[config.mk]
export PLATFORM = sky130hd
export DESIGN_NAME = pamac_seq_ctrl
export DESIGN_NICKNAME = d
export VERILOG_FILES = /design/src/rtl/pamac_seq_ctrl.sv
export SDC_FILE = /design/constraint.sdc
export NUM_CORES = 1
export LEC_CHECK = 0
export CORE_AREA = 2 2 51 53
export DETAILED_ROUTE_END_ITERATION = 6
export DIE_AREA = 0 0 53 55
export HOLD_SLACK_MARGIN = 0.05
export PLACE_DENSITY = 0.65
export RECOVER_POWER = 25
export SKIP_CTS_REPAIR_TIMING = 1
export SLEW_MARGIN = 10
export SYNTH_ARGS = -nofsm -noshare
export SYNTH_HDL_FRONTEND = slang
export SYNTH_SLANG_ARGS = --single-unit
[constraint.sdc]
create_clock -name clk -period 4.45 [get_ports clk]
set_clock_uncertainty 0.1 [all_clocks]
set_input_delay 1.335 -clock clk [delete_from_list [all_inputs] [get_ports clk]]
set_output_delay 1.335 -clock clk [all_outputs]
set_load 0.02 [all_outputs]
[src/rtl/pamac_seq_ctrl.sv]
// Sequencing controller for a bit-pair decomposed MAC: accepts one operand set,
// walks the essential-term index for LEN cycles, then holds the result until consumed.
module pamac_seq_ctrl (
    input  logic       clk,
    input  logic       rst_n,
    input  logic       in_valid,
    output logic       in_ready,
    input  logic [3:0] ETC_A,
    input  logic [3:0] ETC_W,
    input  logic       MDecomp,
    input  logic       AWDecomp,
    input  logic       flush,
    output logic [2:0] BPEB_sel,
    output logic       DFF_en,
    output logic       first_cycle,
    output logic       MDecomp_o,
    output logic       AWDecomp_o,
    output logic       out_valid,
    output logic       out_zero,
    input  logic       out_ready
);

    typedef enum logic [1:0] {
        IDLE = 2'd0,
        RUN  = 2'd1,
        DONE = 2'd2
    } state_e;

    state_e     state_q, state_d;
    logic [2:0] cnt_q, cnt_d;
    logic [3:0] len_q, len_d;
    logic [2:0] sel_q, sel_d;
    logic       dff_en_q, dff_en_d;
    logic       first_q, first_d;
    logic       mdec_q, mdec_d;
    logic       awdec_q, awdec_d;
    logic       valid_q, valid_d;
    logic       zero_q, zero_d;
    logic [3:0] new_len_s;
    logic       last_term_s;

    // Number of MAC cycles for an operand set; a term count above 8 saturates.
    function automatic logic [3:0] term_len(input logic md, input logic aw,
                                            input logic [3:0] ea, input logic [3:0] ew);
        logic [3:0] etc;
        etc = aw ? ew : ea;
        if (!md) begin
            return 4'd1;
        end else if (etc > 4'd8) begin
            return 4'd8;
        end else begin
            return etc;
        end
    endfunction

    assign new_len_s   = term_len(MDecomp, AWDecomp, ETC_A, ETC_W);
    assign last_term_s = ({1'b0, cnt_q} == (len_q - 4'd1));
    assign in_ready    = (state_q == IDLE);

    // Next state and next registered outputs; flush overrides everything else.
    always_comb begin
        state_d  = state_q;
        cnt_d    = cnt_q;
        len_d    = len_q;
        mdec_d   = mdec_q;
        awdec_d  = awdec_q;
        sel_d    = 3'd0;
        dff_en_d = 1'b0;
        first_d  = 1'b0;
        valid_d  = 1'b0;
        zero_d   = 1'b0;
        if (flush) begin
            state_d = IDLE;
            cnt_d   = 3'd0;
        end else begin
            case (state_q)
                IDLE: begin
                    if (in_valid) begin
                        len_d   = new_len_s;
                        mdec_d  = MDecomp;
                        awdec_d = AWDecomp;
                        cnt_d   = 3'd0;
                        if (new_len_s == 4'd0) begin
                            state_d = DONE;
                            valid_d = 1'b1;
                            zero_d  = 1'b1;
                        end else begin
                            state_d  = RUN;
                            dff_en_d = 1'b1;
                            first_d  = 1'b1;
                        end
                    end else begin
                        state_d = IDLE;
                    end
                end
                RUN: begin
                    // Exit is decided by compare, so the counter wrap at LEN=8 is harmless.
                    if (last_term_s) begin
                        state_d = DONE;
                        cnt_d   = 3'd0;
                        valid_d = 1'b1;
                    end else begin
                        cnt_d    = cnt_q + 3'd1;
                        sel_d    = cnt_q + 3'd1;
                        dff_en_d = 1'b1;
                    end
                end
                DONE: begin
                    if (out_ready) begin
                        state_d = IDLE;
                    end else begin
                        valid_d = 1'b1;
                        zero_d  = zero_q;
                    end
                end
                default: begin
                    state_d = IDLE;
                    cnt_d   = 3'd0;
                end
            endcase
        end
    end

    // State and output registers.
    always_ff @(posedge clk or negedge rst_n) begin
        if (!rst_n) begin
            state_q  <= IDLE;
            cnt_q    <= 3'd0;
            len_q    <= 4'd0;
            sel_q    <= 3'd0;
            dff_en_q <= 1'b0;
            first_q  <= 1'b0;
            mdec_q   <= 1'b0;
            awdec_q  <= 1'b0;
            valid_q  <= 1'b0;
            zero_q   <= 1'b0;
        end else begin
            state_q  <= state_d;
            cnt_q    <= cnt_d;
            len_q    <= len_d;
            sel_q    <= sel_d;
            dff_en_q <= dff_en_d;
            first_q  <= first_d;
            mdec_q   <= mdec_d;
            awdec_q  <= awdec_d;
            valid_q  <= valid_d;
            zero_q   <= zero_d;
        end
    end

    assign BPEB_sel    = sel_q;
    assign DFF_en      = dff_en_q;
    assign first_cycle = first_q;
    assign MDecomp_o   = mdec_q;
    assign AWDecomp_o  = awdec_q;
    assign out_valid   = valid_q;
    assign out_zero    = zero_q;

endmodule

Yosys cells after proc, flatten, opt, wreduce, memory -nomap -nowiden

Index checks and enable logic that the tools add are counted.

Add/subtract/negate cells: 2
Order comparisons: 1
Eq/ne operators: 7
Multiplexer cells: 31
Bitwise operators: 1
Reductions and logical operators: 5

Operators by type and width:

| kind                                                                | count |
|---|---|
| 3-bit 2-to-1 mux                                                    | 5 |
| 1-bit 2-to-1 mux                                                    | 13 |
| 4-bit 2-to-1 mux                                                    | 3 |
| 2-bit 2-to-1 mux                                                    | 5 |
| 3-bit case mux with 3 select lines                                  | 1 |
| 3-bit != test (second input constant)                               | 2 |
| 2-bit case mux with 3 select lines                                  | 1 |
| 3-bit by 4-bit == test with 1-bit output                            | 1 |
| 4-bit greater-than comparator (second input constant)               | 1 |
| 4-bit logical NOT                                                   | 1 |
| 1-bit case mux with 2 select lines                                  | 2 |
| 2-bit AND reduction                                                 | 2 |
| 4-bit by 1-bit subtractor with 4-bit output (second input constant) | 1 |
| 3-bit by 1-bit adder with 3-bit output (second input constant)      | 1 |
| 3-bit by 2-bit != test with 1-bit output (second input constant)    | 1 |
| 1-bit case mux with 3 select lines                                  | 1 |
| 3-bit AND reduction                                                 | 1 |
| 2-bit by 1-bit == test with 1-bit output (second input constant)    | 1 |
| 2-bit == test (second input constant)                               | 1 |
| 2-bit logical NOT                                                   | 1 |
| 2-bit != test (second input constant)                               | 1 |
| 1-bit inverter                                                      | 1 |

Bits in registers: 18
Bits of input ports: 15
Output and inout port bits: 10
Logic and storage cells: 57

Longest topological paths before layout

Gate-level depths: netlist (run 1).

Word-level depth: 9
Depth in mapped cells: 7
Mapped depth without buffers: 7

Worst setup path after synthesis (run 1)

No wires, ideal clock.

Path kind: input -> register
Start point: in ETC_A[3]
End point: reg valid_q, in the netlist out_valid
Setup time: 0.126 ns
Arrival time: 2.148 ns
Required time: 4.224 ns
Slack: 2.076 ns
Stages on the path: 4
Path buffers: 0
Cells stage by stage: o32ai_1 -> and4b_4 -> a211oi_2 -> nor3_1

Longest elaborated chain between the ends: 9

Ends and longest elaborated chain:

| element                                | line | source |
|---|---|---|
| start: declaration                     | 8    | `input logic [3:0] ETC_A,` |
| 4-bit 2-to-1 mux (*)                   | 46   | `etc = aw ? ew : ea;` |
| 4-bit greater-than comparator          | 49   | `end else if (etc > 4'd8) begin` |
| 4-bit 2-to-1 mux (*)                   | 49   |  |
| 4-bit 2-to-1 mux (*)                   | 47   | `if (!md) begin` |
| 4-bit logical NOT (*)                  | 83   | `if (new_len_s == 4'd0) begin` |
| 1-bit 2-to-1 mux (*)                   | 83   |  |
| 1-bit 2-to-1 mux (*)                   | 78   | `if (in_valid) begin` |
| 1-bit case mux with 3 select lines (*) | 76   | `case (state_q)` |
| 1-bit 2-to-1 mux (*)                   | 72   | `if (flush) begin` |
| named net valid_d                      | 37   | `logic valid_q, valid_d;` |
| end signal: assignment                 | 146  | `valid_q <= valid_d;` |
| end: declaration                       | 37   |  |

Mark *: on every way through the listed nets, which the timed path passes. The rest lies on a longest branch.
A chain may end at the register's enable or synchronous reset.

Worst setup path after layout (run 1)

Start point: reg state_q[0]
End point: out in_ready

Longest elaborated chain between the ends: 1

Ends and longest elaborated chain:

| element                  | line | source |
|---|---|---|
| start: declaration       | 29   | `state_e state_q, state_d;` |
| start signal: assignment | 138  | `state_q <= state_d;` |
| 2-bit logical NOT        | 58   | `assign in_ready = (state_q == IDLE);` |
| end: declaration         | 7    | `output logic in_ready,` |

No other way between the ends.

==> results of run 1 <==
-- power by group --
group / internal, mW / leakage, nW / total [mW] / switching (mW)
registers: 0.196 / 0.238 / 0.224 / 0.0277
logic: 0.0956 / 0.236 / 0.189 / 0.0931
clock network: 0.0498 / 0.0210 / 0.0991 / 0.0492
total: 0.341 / 0.495 / 0.512 / 0.170
-- per-stage QoR --
step	hold WS [ps]	util [%]	total power, mW	cell area, sq um	setup slack (ps)
4_1_cts	397	49.3	0.516	1170	1520
3_5_place_dp	369	47.8	0.417	1130	1350
2_1_floorplan	366	-	0.337	857	2080
5_1_grt	439	49.3	0.542	1170	1460
6_report	396	49.3	0.512	1170	1520
3_3_place_gp	369	47.8	0.412	1130	1420
-- synth_stat cells --
cell and n:
sky130_fd_sc_hd__a21oi_1 1, sky130_fd_sc_hd__a211oi_2 1, sky130_fd_sc_hd__o32ai_1 2, sky130_fd_sc_hd__nor2b_1 1, sky130_fd_sc_hd__xnor2_1 4, sky130_fd_sc_hd__a22oi_1 3, sky130_fd_sc_hd__a311oi_1 1, sky130_fd_sc_hd__mux2_2 2
sky130_fd_sc_hd__buf_2 1, sky130_fd_sc_hd__inv_1 3, sky130_fd_sc_hd__ha_1 2, sky130_fd_sc_hd__o21a_1 1, sky130_fd_sc_hd__o21ai_1 1, sky130_fd_sc_hd__and4b_4 1, sky130_fd_sc_hd__nand2_1 11, sky130_fd_sc_hd__and3b_1 1
sky130_fd_sc_hd__mux2i_1 1, sky130_fd_sc_hd__a22o_1 1, sky130_fd_sc_hd__and2b_1 1, sky130_fd_sc_hd__dfrtp_1 18, sky130_fd_sc_hd__nor3b_1 2, sky130_fd_sc_hd__nor2_1 10, sky130_fd_sc_hd__nor3_1 4, sky130_fd_sc_hd__o21ai_0 7
sky130_fd_sc_hd__nand2b_1 1, sky130_fd_sc_hd__nor2b_4 1, sky130_fd_sc_hd__nand3_1 1
-- worst max-delay path by stage --
stage,startpoint,end,slack (ps),depth (start not counted)
6_report,state_q[0],in_ready,1520,2
2_1_floorplan,ETC_A[3],out_valid,2080,4
4_1_cts,state_q[0],in_ready,1520,2
5_1_grt,state_q[0],in_ready,1460,2
3_5_place_dp,MDecomp,out_valid,1350,6
3_3_place_gp,MDecomp,out_valid,1420,6
-- state kept, by name (all words and copies together) (netlist names) --
register     count
AWDecomp_o       1
BPEB_sel         3
DFF_en           1
MDecomp_o        1
cnt_q            3
first_cycle      1
len_q            4
out_valid        1
out_zero         1
state_q          2
-- logic make-up after synthesis --
kind of cell	after synthesis	share of synthesized area (%)
buffers and inverters	4	1.90
AO/OA/AOI/OAI	18	14.3
adder cells (fa/ha/maj)	2	2.92
XOR/XNOR	4	4.09
multiplexers	3	3.80
flip-flops	18	52.6
AND/OR/NAND/NOR	34	20.4
-- layout by cell type (no fill, tap or decap) --
cell and count:
sky130_fd_sc_hd__nor2_1 10, sky130_fd_sc_hd__ha_1 2, sky130_fd_sc_hd__o21ai_0 7, sky130_fd_sc_hd__mux2_2 2
sky130_fd_sc_hd__a22oi_1 3, sky130_fd_sc_hd__o32ai_1 2, sky130_fd_sc_hd__dfrtp_1 18, sky130_fd_sc_hd__and3b_1 1
sky130_fd_sc_hd__dlygate4sd3_1 1, sky130_fd_sc_hd__clkbuf_8 1, sky130_fd_sc_hd__a211oi_2 1, sky130_fd_sc_hd__xnor2_1 4
sky130_fd_sc_hd__a22o_1 1, sky130_fd_sc_hd__mux2i_1 1, sky130_fd_sc_hd__o21a_1 1, sky130_fd_sc_hd__o21ai_1 1
sky130_fd_sc_hd__inv_1 3, sky130_fd_sc_hd__a311oi_1 1, sky130_fd_sc_hd__clkdlybuf4s50_1 23, sky130_fd_sc_hd__and2b_1 1
sky130_fd_sc_hd__nand2b_1 1, sky130_fd_sc_hd__nor2b_1 1, sky130_fd_sc_hd__a21oi_1 1, sky130_fd_sc_hd__nor2b_4 1
sky130_fd_sc_hd__nor3b_1 2, sky130_fd_sc_hd__and4b_4 1, sky130_fd_sc_hd__nor3_1 4, sky130_fd_sc_hd__clkbuf_4 3
sky130_fd_sc_hd__nand3_1 1, sky130_fd_sc_hd__nand2_1 11
-- critical path, stage by stage (launching register included) --
cell                              delay [ps]
sky130_fd_sc_hd__dfrtp_1                 470
sky130_fd_sc_hd__nor2_1                  130
sky130_fd_sc_hd__clkdlybuf4s50_1         610
-- final cells by class --
| class | count | area, sq um |
|---|---|---|
| inverters | 3 | 11.3 |
| multi-input cells | 61 | 390 |
| fillers | 217 | 1200 |
| flip-flops and latches | 18 | 450 |
| well taps | 30 | 37.5 |
| repair buffers | 24 | 240 |
| clock buffers | 4 | 36.3 |
-- per-layer routing --
layer	global-route usage, %	wire (um)	vias up
met1	15.5	771	336
met2	25.2	894	13
met4	5.13	24	0
li1	-	-	347
met5	0	0	-
met3	1.88	58	4
==> run_results.csv, run 1 <==
group,metric,value,unit
floorplanning,io-pin-count,25,
worst_hold_path,min_from,"MDecomp_o",
timing,finalMaxSlewViolations,0,
critical_path,worstSetupStartpointType,"flop",
timing,fmaxAchievable,341,MHz
detailed_routing,drt_pre_antenna_iters,3,
detailed_routing,detail_route.drc_violations,0,
layout,syn2layout_area_growth,36.1,%
logic_synthesis,sequential_area_share_after_synthesis,52.6,%
detailed_routing,wire_per_inst,12.5,um
detailed_routing,iter_0_drt_violations,8,
clocking,clk_pin_slew,100,ps
critical_path,timing.critical_path.fanout_max,7,
global_route,largest_net_degree_at_the_start_of_global_routing,19,
critical_path,criticalPathCategory,"flop to output pin",
logic_synthesis,syn_avg_cell_area,10.3,sq um
clocking,clock_tree_from_tritoncts,"yes",
timing,setup_violations_final,0,
place,detailed_place_hpwl,1.37,mm
layout,layout-drive-gt1-share,8.18,%
timing,fin_tns_setup,0,ps
detailed_routing,antenna_violating_nets_post_route,0,
floorplanning,die_height,55,um
global_route,first_global_vias,716,
timing,grt_setup_unrepaired,"no",
clocking,clock_path_buffers,2,
place,portBuffers,24,
global_route,grt_first_pass_wirelength,2.83,mm
timing,final_min_period_over_clock_period,65.8,%
logic_synthesis,ys_top_cells_by_area,"sky130_fd_sc_hd__dfrtp_1 (53%), sky130_fd_sc_hd__nand2_1 (4.8%), sky130_fd_sc_hd__nor2_1 (4.4%)",
layout,nNetsFinal,128,
logic_synthesis,synthDominantCellAreaShare,52.6,%
global_route,gr-usage-all-layers,13.4,%
clocking,cts_root_buffer,"sky130_fd_sc_hd__clkbuf_4",
floorplanning,core_area,2360,sq um
power_and_ir_drop,p_per_area,439,nW/um^2
logic_synthesis,synthDistinctLibCells,27,
floorplanning,die_w,53,um
run_status,run_status,"finished clean",
floorplanning,initial_utilization,36.2,%
logic_synthesis,synth_largest_area_cell,"sky130_fd_sc_hd__dfrtp_1",
critical_path,critPathCaptureType,"output pin",
logic_synthesis,synth_nets,100,
logic_synthesis,yosys_warnings,0,
critical_path,r2r_slack,2630,ps
clocking,worstSkewPairLatency,290,ps
floorplanning,std_cell_rows,18,
detailed_routing,dr_total_vias,700,
place,globalplace.congestion,0.711,
detailed_routing,totalWireLength,1.75,mm
logic_synthesis,synth_cells,83,
worst_hold_path,endpoint_of_the_worst_hold_path,"MDecomp_o",
timing,min_period,2930,ps
critical_path,cp.required,3010,ps
run,cap_violations,0,
timing,report.final.hold_viol_count,0,
critical_path,worstReg2RegStart,"len_q[0]",
detailed_routing,vias_per_cell,5.00,
clocking,tritoncts.num_buffers,3,
power_and_ir_drop,power.leakage,0.495,nW
logic_synthesis,post_synth_instance_area,857,sq um
worst_hold_path,class_of_the_tightest_hold_or_removal_check,"flop to flop",
floorplanning,design.die.area,2920,sq um
global_route,antenna_violations_before_repair,0,
critical_path,cp_data_arrival_time,1500,ps
power_and_ir_drop,vdd_ir_drop_max,0.269,mV
timing,slew_headroom,47.6,%
timing,worst-slew-pin-transition,783,ps
critical_path,rr_endpoint,"DFF_en",
layout,stdcell_count,140,
critical_path,r2r.worst_path.cells,7,
place,placedCellCount,136,
worst_hold_path,worst_hold_path.num_cells,2,
layout,num_antenna_cells,0,
clocking,cts_num_sinks,18,
clocking,clock_tree.htree_level_count,1,
global_route,grt_overflow,0,
logic_synthesis,synth_register_bits,18,
No activity file was read; power rests on OpenSTA's default activity.
==> inputs of run 2 (changes only) <==
==> constraint.sdc (replaced) <==
create_clock -name clk -period 3 [get_ports clk]
set_clock_uncertainty 0.1 [all_clocks]
set_input_delay 0.9 -clock clk [delete_from_list [all_inputs] [get_ports clk]]
set_output_delay 0.9 -clock clk [all_outputs]
set_load 0.02 [all_outputs]
==> run 2 against run 1 <==
  * Hold slack worse by 4.9 ps
  * Routed wire length is 1.4% lower
  * Core utilization shrank 0.42 points
  * Register-to-register slack got worse by 1500 ps
  * Largest cell class unchanged
  * Critical path depth unchanged
  * Global-route usage increased by 0.64 points
  * Die area is the same
  * Via count is 0.14% higher
  * Cell count is the same
  * Clock-buffer cell count decreased by 1
  * Sequential power rose by 48%
  * Power grew 42%
==> run_results.csv, run 2 (synthesis gave the netlist of run 1 again) <==
group,metric,value,unit
timing,fmaxAchievable,401,MHz
timing,setup_violations_final,0,
run,cap_violations,0,
place,portBuffers,24,
critical_path,critPathCaptureType,"output pin",
clocking,clock_tree_from_tritoncts,"yes",
run_status,run_status,"finished clean",
power_and_ir_drop,comb_power_share,38.5,%
place,globalplace.congestion,0.710,
power_and_ir_drop,power.switching_fraction,34.2,%
layout,layout-drive-gt1-share,7.27,%
timing,worst_hold_slack,391,ps
clocking,clk_pin_slew,90,ps
layout,top_register,"len_q",
timing,worst-slew-pin-transition,934,ps
timing,setup_slack,508,ps
layout,layout_commonest_cell,"sky130_fd_sc_hd__clkdlybuf4s50_1",
global_route,grt_first_pass_wirelength,2.95,mm
place,placed_area,1140,sq um
layout,layout_common_cells,"sky130_fd_sc_hd__clkdlybuf4s50_1 (23), sky130_fd_sc_hd__dfrtp_1 (18), sky130_fd_sc_hd__nand2_1 (11)",
global_route,grt_overflow,0,
floorplanning,die_height,55,um
floorplanning,initial_utilization,36.2,%
clocking,clock_path_buffers,2,
detailed_routing,iter_0_drt_violations,11,
detailed_routing,detail_route.drc_violations,0,
clocking,cts_root_buffer,"sky130_fd_sc_hd__clkbuf_4",
critical_path,rr_endpoint,"DFF_en",
layout,layout.area.seq,450,sq um
critical_path,cp.required,2000,ps
timing,min_period,2490,ps
global_route,gr-usage-all-layers,14.1,%
power_and_ir_drop,vdd_ir_drop_max,0.361,mV
detailed_routing,dr_total_vias,701,
clocking,worstSkewPairLatency,290,ps
layout,layout.core_utilization,48.9,%
worst_hold_path,class_of_the_tightest_hold_or_removal_check,"flop to flop",
power_and_ir_drop,design_power_total,0.729,mW
critical_path,criticalPathCategory,"flop to output pin",
detailed_routing,wire_per_inst,12.3,um
critical_path,cp_data_arrival_time,1490,ps
critical_path,r2r_slack,1170,ps
global_route,first_global_vias,701,
global_route,antenna_violations_before_repair,0,
detailed_routing,totalWireLength,1.72,mm
critical_path,worstSetupStartpointType,"flop",
timing,slew_headroom,37.7,%
floorplanning,std_cell_rows,18,
floorplanning,die_w,53,um
timing,finalMaxSlewViolations,0,
place,detailed_place_hpwl,1.32,mm
layout,largest_reg_flops,4,
critical_path,timing.critical_path.fanout_max,7,
place,pre_cts_ws,347,ps
worst_hold_path,min_from,"MDecomp_o",
clocking,cts_num_sinks,18,
power_and_ir_drop,cellInternalPower,0.480,mW
critical_path,worstReg2RegStart,"len_q[0]",
floorplanning,io-pin-count,25,
timing,fin_tns_setup,0,ps
floorplanning,design.die.area,2920,sq um
layout,stdcell_count,140,
layout,fillCellCount,236,
timing,final_min_period_over_clock_period,83.1,%
power_and_ir_drop,power.share.sequential,45.6,%
critical_path,r2r.worst_path.cells,7,
place,placedCellCount,137,
power_and_ir_drop,power.clock.fraction,15.9,%
detailed_routing,drt_pre_antenna_iters,3,
layout,syn2layout_area_growth,34.9,%
timing,grt_setup_unrepaired,"no",
layout,finalInstanceArea,1160,sq um
timing,report.final.hold_viol_count,0,
global_route,largest_net_degree_at_the_start_of_global_routing,19,
floorplanning,core_area,2360,sq um
worst_hold_path,endpoint_of_the_worst_hold_path,"MDecomp_o",
detailed_routing,vias_per_cell,5.01,
layout,num_antenna_cells,0,
worst_hold_path,worst_hold_path.num_cells,2,
power_and_ir_drop,p_per_area,630,nW/um^2
critical_path,crit_start,"state_q[0]",
clocking,clock_tree.htree_level_count,1,
layout,area_occupied_by_multi_input_gates,390,sq um
clocking,tritoncts.num_buffers,3,
detailed_routing,antenna_violating_nets_post_route,0,
power_and_ir_drop,power.leakage,0.489,nW
layout,nNetsFinal,129,
power_and_ir_drop,switching_power,0.249,mW
==> run 2: cell counts in the layout (fill, tap and decap cells not counted) <==
Identical to the previous run, type by type.
==> run 2: worst max path at each step <==
stage                      to  cells past startpoint
CTS                  in_ready                      2
detailed placement  out_valid                      6
finish               in_ready                      2
global placement    out_valid                      6
global route         in_ready                      2
floorplan           out_valid                      4
==> run 2: layout make-up <==
class / count / area share [%]
Sequential cell: 18 / 39.0
Inverter: 3 / 0.974
Tap cell: 30 / 3.25
Multi-Input combinational cell: 61 / 33.8
Timing Repair Buffer: 25 / 21.1
Clock buffer: 3 / 1.95
==> run 2: critical path: stages (launching register included) <==
cell and delay [ps]:
sky130_fd_sc_hd__dfrtp_1 460, sky130_fd_sc_hd__nor2_1 130, sky130_fd_sc_hd__clkdlybuf4s50_1 610
==> run 2: layer usage <==
layer	part of all wire (%)	wire, um	track usage, %	vias up
met1	46	797	16.9	333
met3	3.4	58	1.88	5
met5	0	0	0	-
met4	2.4	42	9.83	0
met2	48	825	23.5	16
li1	-	-	-	347
==> run 2: power groups by stage <==
stage               combinational (mW)  sequential (mW)  clock, mW
global route                     0.311            0.341      0.127
floorplan                        0.142            0.358          0
detailed placement               0.282            0.337          0
CTS                              0.285            0.333      0.123
finish                           0.281            0.332      0.116
global placement                 0.276            0.336          0
